[src/rtl/vrf_bank_arbiter_pkg.sv]
// Shared types, sizes and address-mapping helpers for the VRF bank arbiter.
package vrf_bank_arbiter_pkg;

  localparam int unsigned NrOpQueue          = 3;
  localparam int unsigned NrWriteBackVFU     = 2;
  localparam int unsigned NrBank             = 8;
  localparam int unsigned VrfAddrW           = 8;
  localparam int unsigned VrfDataW           = 64;
  localparam int unsigned VrfStrbW           = VrfDataW / 8;
  localparam int unsigned BankIdW            = $clog2(NrBank);
  localparam int unsigned BankAddrW          = VrfAddrW - BankIdW;
  localparam int unsigned DefaultStarveLimit = 4;

  typedef logic [VrfAddrW-1:0]  vrf_addr_t;
  typedef logic [VrfDataW-1:0]  vrf_data_t;
  typedef logic [VrfStrbW-1:0]  vrf_strb_t;
  typedef logic [BankIdW-1:0]   bank_id_t;
  typedef logic [BankAddrW-1:0] bank_addr_t;

  // Read requesters (operand queues) and write requesters (write-back VFUs).
  typedef enum logic [1:0] {
    ALU_A    = 2'd0,
    ALU_B    = 2'd1,
    STORE_OP = 2'd2
  } op_queue_e;

  typedef enum logic {
    WB_VALU = 1'b0,
    WB_VLU  = 1'b1
  } wb_vfu_e;

  // Low address bits select the bank so consecutive words stripe across banks.
  function automatic bank_id_t GetBankId(vrf_addr_t addr);
    return addr[BankIdW-1:0];
  endfunction

  // Remaining upper bits address the word inside the selected bank.
  function automatic bank_addr_t GetBankAddr(vrf_addr_t addr);
    return addr[VrfAddrW-1:BankIdW];
  endfunction

endpackage

[src/rtl/vrf_bank_arbiter_rr_arbiter.sv]
// Round-robin picker: first requester at or after ptr_i wins.
// Reports the one-hot grant, the winner index and the pointer to use next.
module rr_arbiter #(
  parameter int unsigned N = 2,
  localparam int unsigned PtrW = (N > 1) ? $clog2(N) : 1
) (
  input  logic [N-1:0]    req_i,
  input  logic [PtrW-1:0] ptr_i,
  output logic [N-1:0]    gnt_o,
  output logic [PtrW-1:0] idx_o,
  output logic [PtrW-1:0] next_ptr_o,
  output logic            valid_o
);

  // Scan the requesters starting from the pointer and take the first one found.
  always_comb begin
    int unsigned cand;
    // NOTE: every output gets a default before the scan so no path leaves it unassigned (no latch).
    gnt_o   = '0;
    idx_o   = '0;
    valid_o = 1'b0;
    cand    = 0;
    for (int unsigned i = 0; i < N; i++) begin
      cand = ptr_i + i;
      if (cand >= N) cand = cand - N;
      if (!valid_o && req_i[cand[PtrW-1:0]]) begin
        valid_o                 = 1'b1;
        gnt_o[cand[PtrW-1:0]]   = 1'b1;
        idx_o                   = cand[PtrW-1:0];
      end
    end
  end

  // Winner + 1, wrapping at N.
  assign next_ptr_o = (idx_o == PtrW'(N - 1)) ? '0 : idx_o + 1'b1;

endmodule

[src/rtl/vrf_bank_arbiter.sv]
// Per-lane arbiter for the single-ported VRF banks: write-back has priority,
// readers denied StarveLimit cycles in a row outrank writers, and bank read data
// is steered back to its operand queue one cycle after the grant.
// Optional: define VRF_BANK_CONFLICT_CNT_EN to add conflict_cnt_o.
module vrf_bank_arbiter
  import vrf_bank_arbiter_pkg::*;
#(
  parameter int unsigned NrRd        = NrOpQueue,
  parameter int unsigned NrWr        = NrWriteBackVFU,
  parameter int unsigned StarveLimit = DefaultStarveLimit
) (
  input  logic                     clk_i,
  input  logic                     rst_i,
  input  logic      [NrRd-1:0]     rd_valid_i,
  input  vrf_addr_t [NrRd-1:0]     rd_addr_i,
  output logic      [NrRd-1:0]     rd_ready_o,
  output logic      [NrRd-1:0]     rd_rvalid_o,
  output vrf_data_t [NrRd-1:0]     rd_rdata_o,
  input  logic      [NrWr-1:0]     wr_valid_i,
  input  vrf_addr_t [NrWr-1:0]     wr_addr_i,
  input  vrf_data_t [NrWr-1:0]     wr_data_i,
  input  vrf_strb_t [NrWr-1:0]     wr_strb_i,
  output logic      [NrWr-1:0]     wr_ready_o,
  output logic       [NrBank-1:0]  bank_req_o,
  output logic       [NrBank-1:0]  bank_we_o,
  output bank_addr_t [NrBank-1:0]  bank_addr_o,
  output vrf_data_t  [NrBank-1:0]  bank_wdata_o,
  output vrf_strb_t  [NrBank-1:0]  bank_strb_o,
  input  vrf_data_t  [NrBank-1:0]  bank_rdata_i
`ifdef VRF_BANK_CONFLICT_CNT_EN
  ,
  output logic [31:0]              conflict_cnt_o
`endif
);

  localparam int unsigned RdPtrW  = (NrRd > 1) ? $clog2(NrRd) : 1;
  localparam int unsigned WrPtrW  = (NrWr > 1) ? $clog2(NrWr) : 1;
  localparam int unsigned StarveW = $clog2(StarveLimit + 1);

  logic                                rst_q;
  logic                                blocked;
  logic [NrRd-1:0][StarveW-1:0]        starve_cnt_q;
  logic [NrRd-1:0]                     rd_starve;
  logic [NrBank-1:0][RdPtrW-1:0]       rd_ptr_q, rd_next_ptr, rd_idx, owner_q;
  logic [NrBank-1:0][WrPtrW-1:0]       wr_ptr_q, wr_next_ptr, wr_idx;
  logic [NrBank-1:0][NrRd-1:0]         rd_cand, rd_req, rd_gnt;
  logic [NrBank-1:0][NrWr-1:0]         wr_cand, wr_gnt;
  logic [NrBank-1:0]                   rd_any, wr_any, use_rd, use_wr, own_v_q;

  // Nothing is granted while reset is held or on the first cycle after it.
  assign blocked = rst_i | rst_q;

  for (genvar r = 0; r < NrRd; r++) begin : g_starve
    assign rd_starve[r] = (starve_cnt_q[r] >= StarveW'(StarveLimit));
  end

  for (genvar b = 0; b < NrBank; b++) begin : g_bank
    logic [NrRd-1:0] rd_starved;

    for (genvar r = 0; r < NrRd; r++) begin : g_rd_cand
      assign rd_cand[b][r] = rd_valid_i[r] && (GetBankId(rd_addr_i[r]) == bank_id_t'(b));
    end
    for (genvar w = 0; w < NrWr; w++) begin : g_wr_cand
      assign wr_cand[b][w] = wr_valid_i[w] && (GetBankId(wr_addr_i[w]) == bank_id_t'(b));
    end

    // Starved readers restrict the read pick to themselves.
    assign rd_starved = rd_cand[b] & rd_starve;
    assign rd_req[b]  = (|rd_starved) ? rd_starved : rd_cand[b];

    rr_arbiter #(.N(NrRd)) u_rd_arb (
      .req_i      (rd_req[b]),
      .ptr_i      (rd_ptr_q[b]),
      .gnt_o      (rd_gnt[b]),
      .idx_o      (rd_idx[b]),
      .next_ptr_o (rd_next_ptr[b]),
      .valid_o    (rd_any[b])
    );

    rr_arbiter #(.N(NrWr)) u_wr_arb (
      .req_i      (wr_cand[b]),
      .ptr_i      (wr_ptr_q[b]),
      .gnt_o      (wr_gnt[b]),
      .idx_o      (wr_idx[b]),
      .next_ptr_o (wr_next_ptr[b]),
      .valid_o    (wr_any[b])
    );

    // Starved read > write > ordinary read.
    assign use_rd[b] = ~blocked & rd_any[b] & ((|rd_starved) | ~wr_any[b]);
    assign use_wr[b] = ~blocked & wr_any[b] & ~(|rd_starved);
  end

  // Fold per-bank grants into per-requester ready.
  always_comb begin
    rd_ready_o = '0;
    wr_ready_o = '0;
    for (int b = 0; b < NrBank; b++) begin
      rd_ready_o = rd_ready_o | (rd_gnt[b] & {NrRd{use_rd[b]}});
      wr_ready_o = wr_ready_o | (wr_gnt[b] & {NrWr{use_wr[b]}});
    end
  end

  // Drive each bank from its winner; idle banks output zeros.
  always_comb begin
    bank_req_o   = '0;
    bank_we_o    = '0;
    bank_addr_o  = '0;
    bank_wdata_o = '0;
    bank_strb_o  = '0;
    for (int b = 0; b < NrBank; b++) begin
      bank_req_o[b] = use_rd[b] | use_wr[b];
      bank_we_o[b]  = use_wr[b];
      if (use_wr[b]) begin
        bank_addr_o[b]  = GetBankAddr(wr_addr_i[wr_idx[b]]);
        bank_wdata_o[b] = wr_data_i[wr_idx[b]];
        bank_strb_o[b]  = wr_strb_i[wr_idx[b]];
      end else if (use_rd[b]) begin
        bank_addr_o[b]  = GetBankAddr(rd_addr_i[rd_idx[b]]);
      end
    end
  end

  // Steer last cycle's bank read data to the reader that owns each bank.
  always_comb begin
    rd_rvalid_o = '0;
    rd_rdata_o  = '0;
    for (int b = 0; b < NrBank; b++) begin
      for (int r = 0; r < NrRd; r++) begin
        if (!blocked && own_v_q[b] && (owner_q[b] == RdPtrW'(r))) begin
          rd_rvalid_o[r] = 1'b1;
          rd_rdata_o[r]  = bank_rdata_i[b];
        end
      end
    end
  end

  // Delayed reset flag that masks grants on the cycle after reset.
  always_ff @(posedge clk_i) begin
    // NOTE: rst_q has no reset of its own; it simply follows rst_i one cycle late.
    rst_q <= rst_i;
  end

  // Pointers, read ownership and starvation counters.
  always_ff @(posedge clk_i) begin
    if (rst_i) begin
      rd_ptr_q     <= '0;
      wr_ptr_q     <= '0;
      owner_q      <= '0;
      own_v_q      <= '0;
      starve_cnt_q <= '0;
    end else begin
      // NOTE: state is updated with non-blocking assignments so every register samples pre-edge values.
      for (int b = 0; b < NrBank; b++) begin
        if (use_rd[b]) rd_ptr_q[b] <= rd_next_ptr[b];
        if (use_wr[b]) wr_ptr_q[b] <= wr_next_ptr[b];
        own_v_q[b] <= use_rd[b];
        if (use_rd[b]) owner_q[b] <= rd_idx[b];
      end
      for (int r = 0; r < NrRd; r++) begin
        if (rd_valid_i[r] && !rd_ready_o[r]) begin
          if (starve_cnt_q[r] != StarveW'(StarveLimit)) starve_cnt_q[r] <= starve_cnt_q[r] + 1'b1;
        end else begin
          starve_cnt_q[r] <= '0;
        end
      end
    end
  end

`ifdef VRF_BANK_CONFLICT_CNT_EN
  logic conflict;
  assign conflict = (|(rd_valid_i & ~rd_ready_o)) | (|(wr_valid_i & ~wr_ready_o));

  // Saturating count of cycles with at least one denied requester.
  always_ff @(posedge clk_i) begin
    if (rst_i) begin
      conflict_cnt_o <= '0;
    end else if (conflict && (conflict_cnt_o != '1)) begin
      conflict_cnt_o <= conflict_cnt_o + 1'b1;
    end
  end
`endif

endmodule

[config.mk]
export PLATFORM = sky130hd
export DESIGN_NAME = vrf_bank_arbiter
export DESIGN_NICKNAME = d
export VERILOG_FILES = /design/src/rtl/vrf_bank_arbiter_pkg.sv /design/src/rtl/vrf_bank_arbiter_rr_arbiter.sv /design/src/rtl/vrf_bank_arbiter.sv
export SDC_FILE = /design/constraint.sdc
export NUM_CORES = 2
export LEC_CHECK = 0
export CORE_AREA = 5 5 586 588
export DETAILED_ROUTE_END_ITERATION = 16
export DIE_AREA = 0 0 591 593
export PLACE_DENSITY = 0.3
export SYNTH_ARGS = -nofsm -noshare
export SYNTH_HDL_FRONTEND = slang
export SYNTH_SLANG_ARGS = --single-unit
[constraint.sdc]
create_clock -name clk_i -period 3.05 [get_ports clk_i]
set_input_delay 0.4575 -clock clk_i [delete_from_list [all_inputs] [get_ports clk_i]]
set_output_delay 0.4575 -clock clk_i [all_outputs]
set_load 0.01 [all_outputs]
==> Word-level counts from Yosys, hierarchy flattened <==
Index checks and enable logic that the tools add are counted.
{ "totals": {"out_inout_bits": 832, "wordCells": 1123, "in_bits": 703, "ff_bits": 58} }
{ "classes": {"n_lt_le_gt_ge": 139, "add_sub_neg": 83, "bitwise_logic": 131, "n_eq_ne": 62, "reduce_logical": 191, "n_mux": 488} }
{ "ops": {"columns": ["cell", "count"], "rows": [
  ["$mux W64", 48],
  ["$mux W8", 48],
  ["$mux W1", 200],
  ["$mux W2", 72],
  ["$logic_and A1 B1 Y1", 139],
  ["$bmux W8 S2", 8],
  ["$lt A2 B3 Y1 const B", 32],
  ["$mux W3", 32],
  ["$mux W5", 16],
  ["$or A3 B3 Y3", 23],
  ["$eq A3 B3 Y1 const B", 20],
  ["$and A3 B3 Y3", 16],
  ["$bmux W1 S2", 24],
  ["$demux W1 S2", 24],
  ["$ge A2 B1 Y1 const B", 24],
  ["$ge A3 B2 Y1 const B", 16],
  ["$lt A1 B2 Y1 const B", 24],
  ["$sub A2 B2 Y2 const B", 24],
  ["$and A1 B1 Y1", 32],
  ["$eq A2 B2 Y1 const B", 16],
  ["$ge A2 B2 Y1 const B", 16],
  ["$eq A3 B2 Y1 const B", 10],
  ["$or A2 B2 Y2", 15],
  ["$logic_not A1 Y1", 28],
  ["other kinds (21)", 187]
]} }

==> Longest topological paths before layout <==
{ "logic_depth": {"depth_word": 28, "depth_mapped": 12} }

==> By module <==
A second synthesis with hierarchy kept.
{ "unflattened": {"hier_cells": 4030, "hier_area_um2": 27037.2} }
{ "modules_own_cells": {"columns": ["module", "instances", "area_per_inst_um2", "cells_each", "seq_area_each_um2"], "rows": [
  ["vrf_bank_arbiter", 1, 23936.7, 3600, 1161.1],
  ["rr_arbiter at g_bank[0].u_rd_arb ...", 7, 356.6, 48, 0.0],
  ["rr_arbiter at g_bank[7].u_rd_arb", 1, 324.1, 46, 0.0],
  ["rr_arbiter at g_bank[0].u_wr_arb ...", 8, 35.0, 6, 0.0]
]} }

==> Worst setup path after synthesis <==
Ideal clock, no wire load.
{ "synth_path": {"path_type": "input-to-output", "start": "input port rst_i", "end": "output port rd_rdata_o[0] (netlist name)", "t_required_ns": 2.592, "arrival_time_ns": 2.803, "path_buffers": 2, "setup_slack_ns": -0.210, "cell_stages": 11, "cell_sequence": "nor4b_1 -> and2_1 -> clkbuf_1 -> buf_2 -> mux2_2 -> a221oi_1 -> nor2_1 -> a222oi_1 -> nand2_1 -> o21ai_0 -> o21ai_0"} }
{ "synth_lines": {"columns": ["element", "line", "text"], "rows": [
  ["from (decl)", "vrf_bank_arbiter.sv:13", "input logic rst_i,"],
  ["to (decl)", "vrf_bank_arbiter.sv:18", "output vrf_data_t [NrRd-1:0] rd_rdata_o,"]
]} }

==> key figures <==
Worst setup path
  – Count of buffer and inverter cells on the critical path: 6
  – Most used cell, CP: sky130_fd_sc_hd__buf_6
  – Depth of the worst register-to-register path: 15
  – CP cell instances: nor4b_4 -> and2_4 -> buf_6 -> buf_16 -> buf_4 -> buf_6 -> buf_12 -> mux2_4 -> a221oi_2 -> nor2_1 -> a222oi_1 -> nand2_1 -> o21ai_2 -> o21ai_4 -> buf_6
  – Total number of cells along the worst setup path: 15
  – Critical path arrival: 3.59 ns
  – Crit-path max cell delay: 0.49 ns
  – Critical Path Sink Type: output pin
  – Critical path class: flip-flop to output pin
  – Required time of the worst setup path: 2.59 ns
  – Kind of cell adding the most delay to the critical path: compound AO/OA/AOI/OAI gates
  – Max FO, Critical Path: 7
  – Master of the slowest instance on the critical path: sky130_fd_sc_hd__a222oi_1
  – Nature of the critical path startpoint: flip-flop

Global route
  – Total gr overflow: 0
  – Number of antenna violations at the first check in global routing: 85
  – Maximum number of pins on one net before global-route repair: 73
  – Number of global-route vias before repair: 53,800
  – Wire length of the first global-routing pass: 517,600 µm
  – Total routing usage reported by global routing: 0.2143

Drt
  – Drt total wl: 411,900 µm
  – DRT Pass-1 Iters: 9
  – Initial DRC Count: 5,375
  – Post-DR vias/cell: 4.409
  – DRC violation count after routing: 0
  – Routed via count: 55,240
  – Wire length per cell after detailed routing: 32.87 µm
  – Number of nets with antenna violations after routing: 0

Power and ir drop
  – IR Drop Worst-Case VDD: 0.2882 mV
  – Cell-internal power: 4.046 mW
  – Combinational cell fraction of total power: 0.721
  – Power Dens Cells: 106.3 mW/mm²
  – Net switching share of the total power: 0.4677
  – Sequential share of power: 0.104
  – Clock power frac: 0.175
  – Switching power summed over all nets: 3.555 mW
  – Leakage power: 30.12 nW

Logic synthesis
  – Synth unique cells: 108
  – Number of warning messages in the yosys log: 0
  – Sequential cell area fraction in the yosys report: 0.03986
  – Area fraction of the dominant cell type after synthesis: 0.1835
  – Count of state elements after synthesis: 58
  – Number of enable-type register cells in the synthesized netlist: 0
  – Async set or reset register ratio after synthesis: 0
  – Most numerous cell in the Yosys netlist: sky130_fd_sc_hd__nand2_1
  – Synthesized instance count: 5,211
  – Largest area contributor in the netlist: sky130_fd_sc_hd__nand2_1
  – Top post-synthesis cells by area: sky130_fd_sc_hd__nand2_1, sky130_fd_sc_hd__a21oi_1, sky130_fd_sc_hd__mux2_2
  – Leading cell types by count after synthesis: sky130_fd_sc_hd__nand2_1, sky130_fd_sc_hd__a21oi_1, sky130_fd_sc_hd__clkbuf_1
  – Average size of a mapped cell: 5.590 µm²
  – Commonest register cell after synthesis: sky130_fd_sc_hd__dfxtp_1
  – Number of nets produced by synthesis: 5,952
  – Netlist area before placement: 0.02913 mm²

Clock network
  – Clock latency reported for the late side of the worst-skew pair: 0.38 ns
  – Total clock buffers created by CTS: 9
  – # hold bufs at CTS: 0
  – CTS tree: built
  – CTS sink cnt: 58
  – Max Buffers Root-to-Sink: 2
  – CTS H-tree depth: 3
  – Worst-path clk slew: 0.06 ns
  – Root buf cell: sky130_fd_sc_hd__clkbuf_16

Floorplanning
  – Total number of placement rows: 214
  – Die outline height: 593 µm
  – Number of top-level pins: 1,535
  – Core area: 0.3379 mm²
  – Die ar.: 0.3505 mm²
  – Effective utilization at floorplan: 0.08621
  – Horiz. Die Dim: 591 µm

Placement
  – DP HPWL: 327,300 µm
  – Cell total after placement: 12,170
  – Last weighted congestion value of the routability-driven placer: 0.9933
  – Port Buffers: 1,534

STA
  – Unrepaired setup endpoints after global routing: true
  – Headroom to the max-slew limit: 0.4370
  – Min Hold Slack: 0.3111 ns
  – Count of final hold-check violations: 0
  – Clock tree skew after final layout: 0.01153 ns
  – Maximum achievable frequency: 0.2471 GHz
  – Final sum of negative setup slack: -451.20 ns
  – Min Clock Period, post-route: 4.047 ns
  – Slew @ Worst Pin: 0.8354 ns
  – Number of pins with negative max-slew slack in the final report: 0
  – Period utilisation layout: 1.327
  – Setup ws final: -0.9974 ns
  – Setup-violating endpoint count in the final report: 843

Final layout
  – Share of cells above drive strength 1: 0.3927
  – End-of-flow core utilization: 0.2116
  – Area growth from synthesis to final layout: 145.4%
  – Fillers: 38,000
  – Finished Layout Cells: 12,530
  – Total number of nets in the final design: 8,686

Worst hold path
  – Worst hold path cell count: 1
  – Min-Delay Path Class: primary input to flip-flop

Run
  – Maxcap violations: 0

Outcome
  – Status: finished with violations
  – Violated checks: setup timing
routing by layer:
metal / part of all wire / track usage
met1: 0.40 / 0.2571
met2: 0.47 / 0.3640
met3: 0.063 / 0.03609
met4: 0.071 / 0.1160
met5: 0.00031 / 0
layout by cell type, fill, tap and decap left out, types with 22 or more instances in the layout:
cell,synthesis,layout
sky130_fd_sc_hd__diode_2,0,44
sky130_fd_sc_hd__nand2_4,0,22
sky130_fd_sc_hd__mux2i_1,58,55
sky130_fd_sc_hd__a221oi_4,0,53
sky130_fd_sc_hd__inv_1,63,60
sky130_fd_sc_hd__dlygate4sd2_1,0,85
sky130_fd_sc_hd__nor2_2,2,28
sky130_fd_sc_hd__o21ai_2,4,95
sky130_fd_sc_hd__o21ai_0,322,138
sky130_fd_sc_hd__buf_8,0,30
sky130_fd_sc_hd__o211ai_1,24,24
sky130_fd_sc_hd__a21o_1,76,68
sky130_fd_sc_hd__buf_12,0,259
sky130_fd_sc_hd__a221oi_2,1,102
sky130_fd_sc_hd__nor2_1,456,401
sky130_fd_sc_hd__mux2_2,200,157
sky130_fd_sc_hd__clkbuf_16,0,22
sky130_fd_sc_hd__buf_2,19,70
sky130_fd_sc_hd__a21oi_2,0,50
sky130_fd_sc_hd__a21oi_1,746,680
sky130_fd_sc_hd__a221oi_1,189,35
sky130_fd_sc_hd__a221o_1,82,78
sky130_fd_sc_hd__a211oi_2,1,81
sky130_fd_sc_hd__clkdlybuf4s50_1,0,1185
sky130_fd_sc_hd__a22oi_1,80,31
sky130_fd_sc_hd__clkbuf_2,0,43
sky130_fd_sc_hd__buf_6,0,233
sky130_fd_sc_hd__nand2_1,1424,1390
sky130_fd_sc_hd__ha_1,38,34
sky130_fd_sc_hd__mux2_4,0,46
sky130_fd_sc_hd__o21ai_1,43,121
sky130_fd_sc_hd__a211oi_1,145,53
sky130_fd_sc_hd__a222oi_1,62,62
sky130_fd_sc_hd__nor2_4,0,29
sky130_fd_sc_hd__nor3_1,31,22
sky130_fd_sc_hd__buf_16,0,22
sky130_fd_sc_hd__dfxtp_1,58,52
sky130_fd_sc_hd__a22oi_2,1,50
sky130_fd_sc_hd__buf_4,11,1428
worst register-to-register path: stages (launching register included):
cell and delay (ns):
sky130_fd_sc_hd__dfxtp_4 0.40, sky130_fd_sc_hd__buf_12 0.15, sky130_fd_sc_hd__nand3_4 0.11, sky130_fd_sc_hd__buf_6 0.14
sky130_fd_sc_hd__nor2_4 0.04, sky130_fd_sc_hd__buf_6 0.11, sky130_fd_sc_hd__a31oi_4 0.20, sky130_fd_sc_hd__mux2i_2 0.12
sky130_fd_sc_hd__o32a_1 0.32, sky130_fd_sc_hd__buf_4 0.15, sky130_fd_sc_hd__a2bb2oi_4 0.14, sky130_fd_sc_hd__a221oi_4 0.30
sky130_fd_sc_hd__nand4b_1 0.27, sky130_fd_sc_hd__buf_4 0.22, sky130_fd_sc_hd__buf_4 0.14, sky130_fd_sc_hd__nor4_1 0.28
state kept, by name, summed over array words and instances, names as in the netlist:
| name | cells |
|---|---|
| own_v_q | 8 |
| owner_q | 16 |
| rd_ptr_q | 16 |
| rst_q | 1 |
| starve_cnt_q | 9 |
| wr_ptr_q | 8 |
layout make-up:
class,count,area (µm²),share of cell area
timing repair buffer,3389,33380,0.4668
multi-input combinational,4417,30530,0.4270
tap,4536,5675,0.07938
sequential,58,1181,0.01652
inverter,70,276.5,0.003868
clock buffer,9,225.2,0.003150
clock inverter,7,125.1,0.001750
antenna,44,110.1,0.001540
worst paths after layout:
check	start	endpoint	slack, ns
max	rst_q$_DFF_P_	rd_rdata_o[5]	-1.0
min	rst_i	rst_q$_DFF_P_	0.31
max reg2reg	starve_cnt_q[8]$_SDFFE_PP0N_	starve_cnt_q[6]$_SDFFE_PP0N_	-0.16
min reg2reg	wr_ptr_q[5]$_SDFFE_PP0P_	wr_ptr_q[5]$_SDFFE_PP0P_	0.49
metrics by stage:
step	power, mW	area (µm²)	setup WS (ns)
2_1_floorplan	2.137	29150	0.002271
3_3_place_gp	5.724	62250	-1.779
3_5_place_dp	5.708	62250	-1.723
4_1_cts	7.412	66790	-1.081
5_1_grt	7.874	71470	-1.097
6_report	7.601	71500	-0.9974
cell families (layout without fill, tap and decap cells):
group / Yosys count / count (layout) / synth area share
simple gates: 2147 / 2148 / 0.3080
compound gates: 1959 / 1959 / 0.4366
xor+xnor: 3 / 3 / 0.0009021
other cells: 0 / 44 / 0
fa+ha+maj: 45 / 45 / 0.01873
buf+inv: 737 / 3475 / 0.09720
mux: 262 / 262 / 0.09878
flops: 58 / 58 / 0.03986
power by group through the flow:
stage                     Sequential [mW]  Clock, mW  Combinational (mW)
after floorplan                     0.803          0                1.33
after global placement              0.806          0                4.92
after detailed placement            0.807          0                4.90
after CTS                           0.788       1.40                5.22
after global routing                0.790       1.41                5.68
final                               0.788       1.33                5.48
timing repair:
action,4_1_cts,5_1_grt
setup endpoints to repair,858,845
gates resized for setup,1124,1127
gates cloned,15,13
pin swaps,304,401
setup buffers,158,166
No activity file was read; power rests on OpenSTA's default activity.
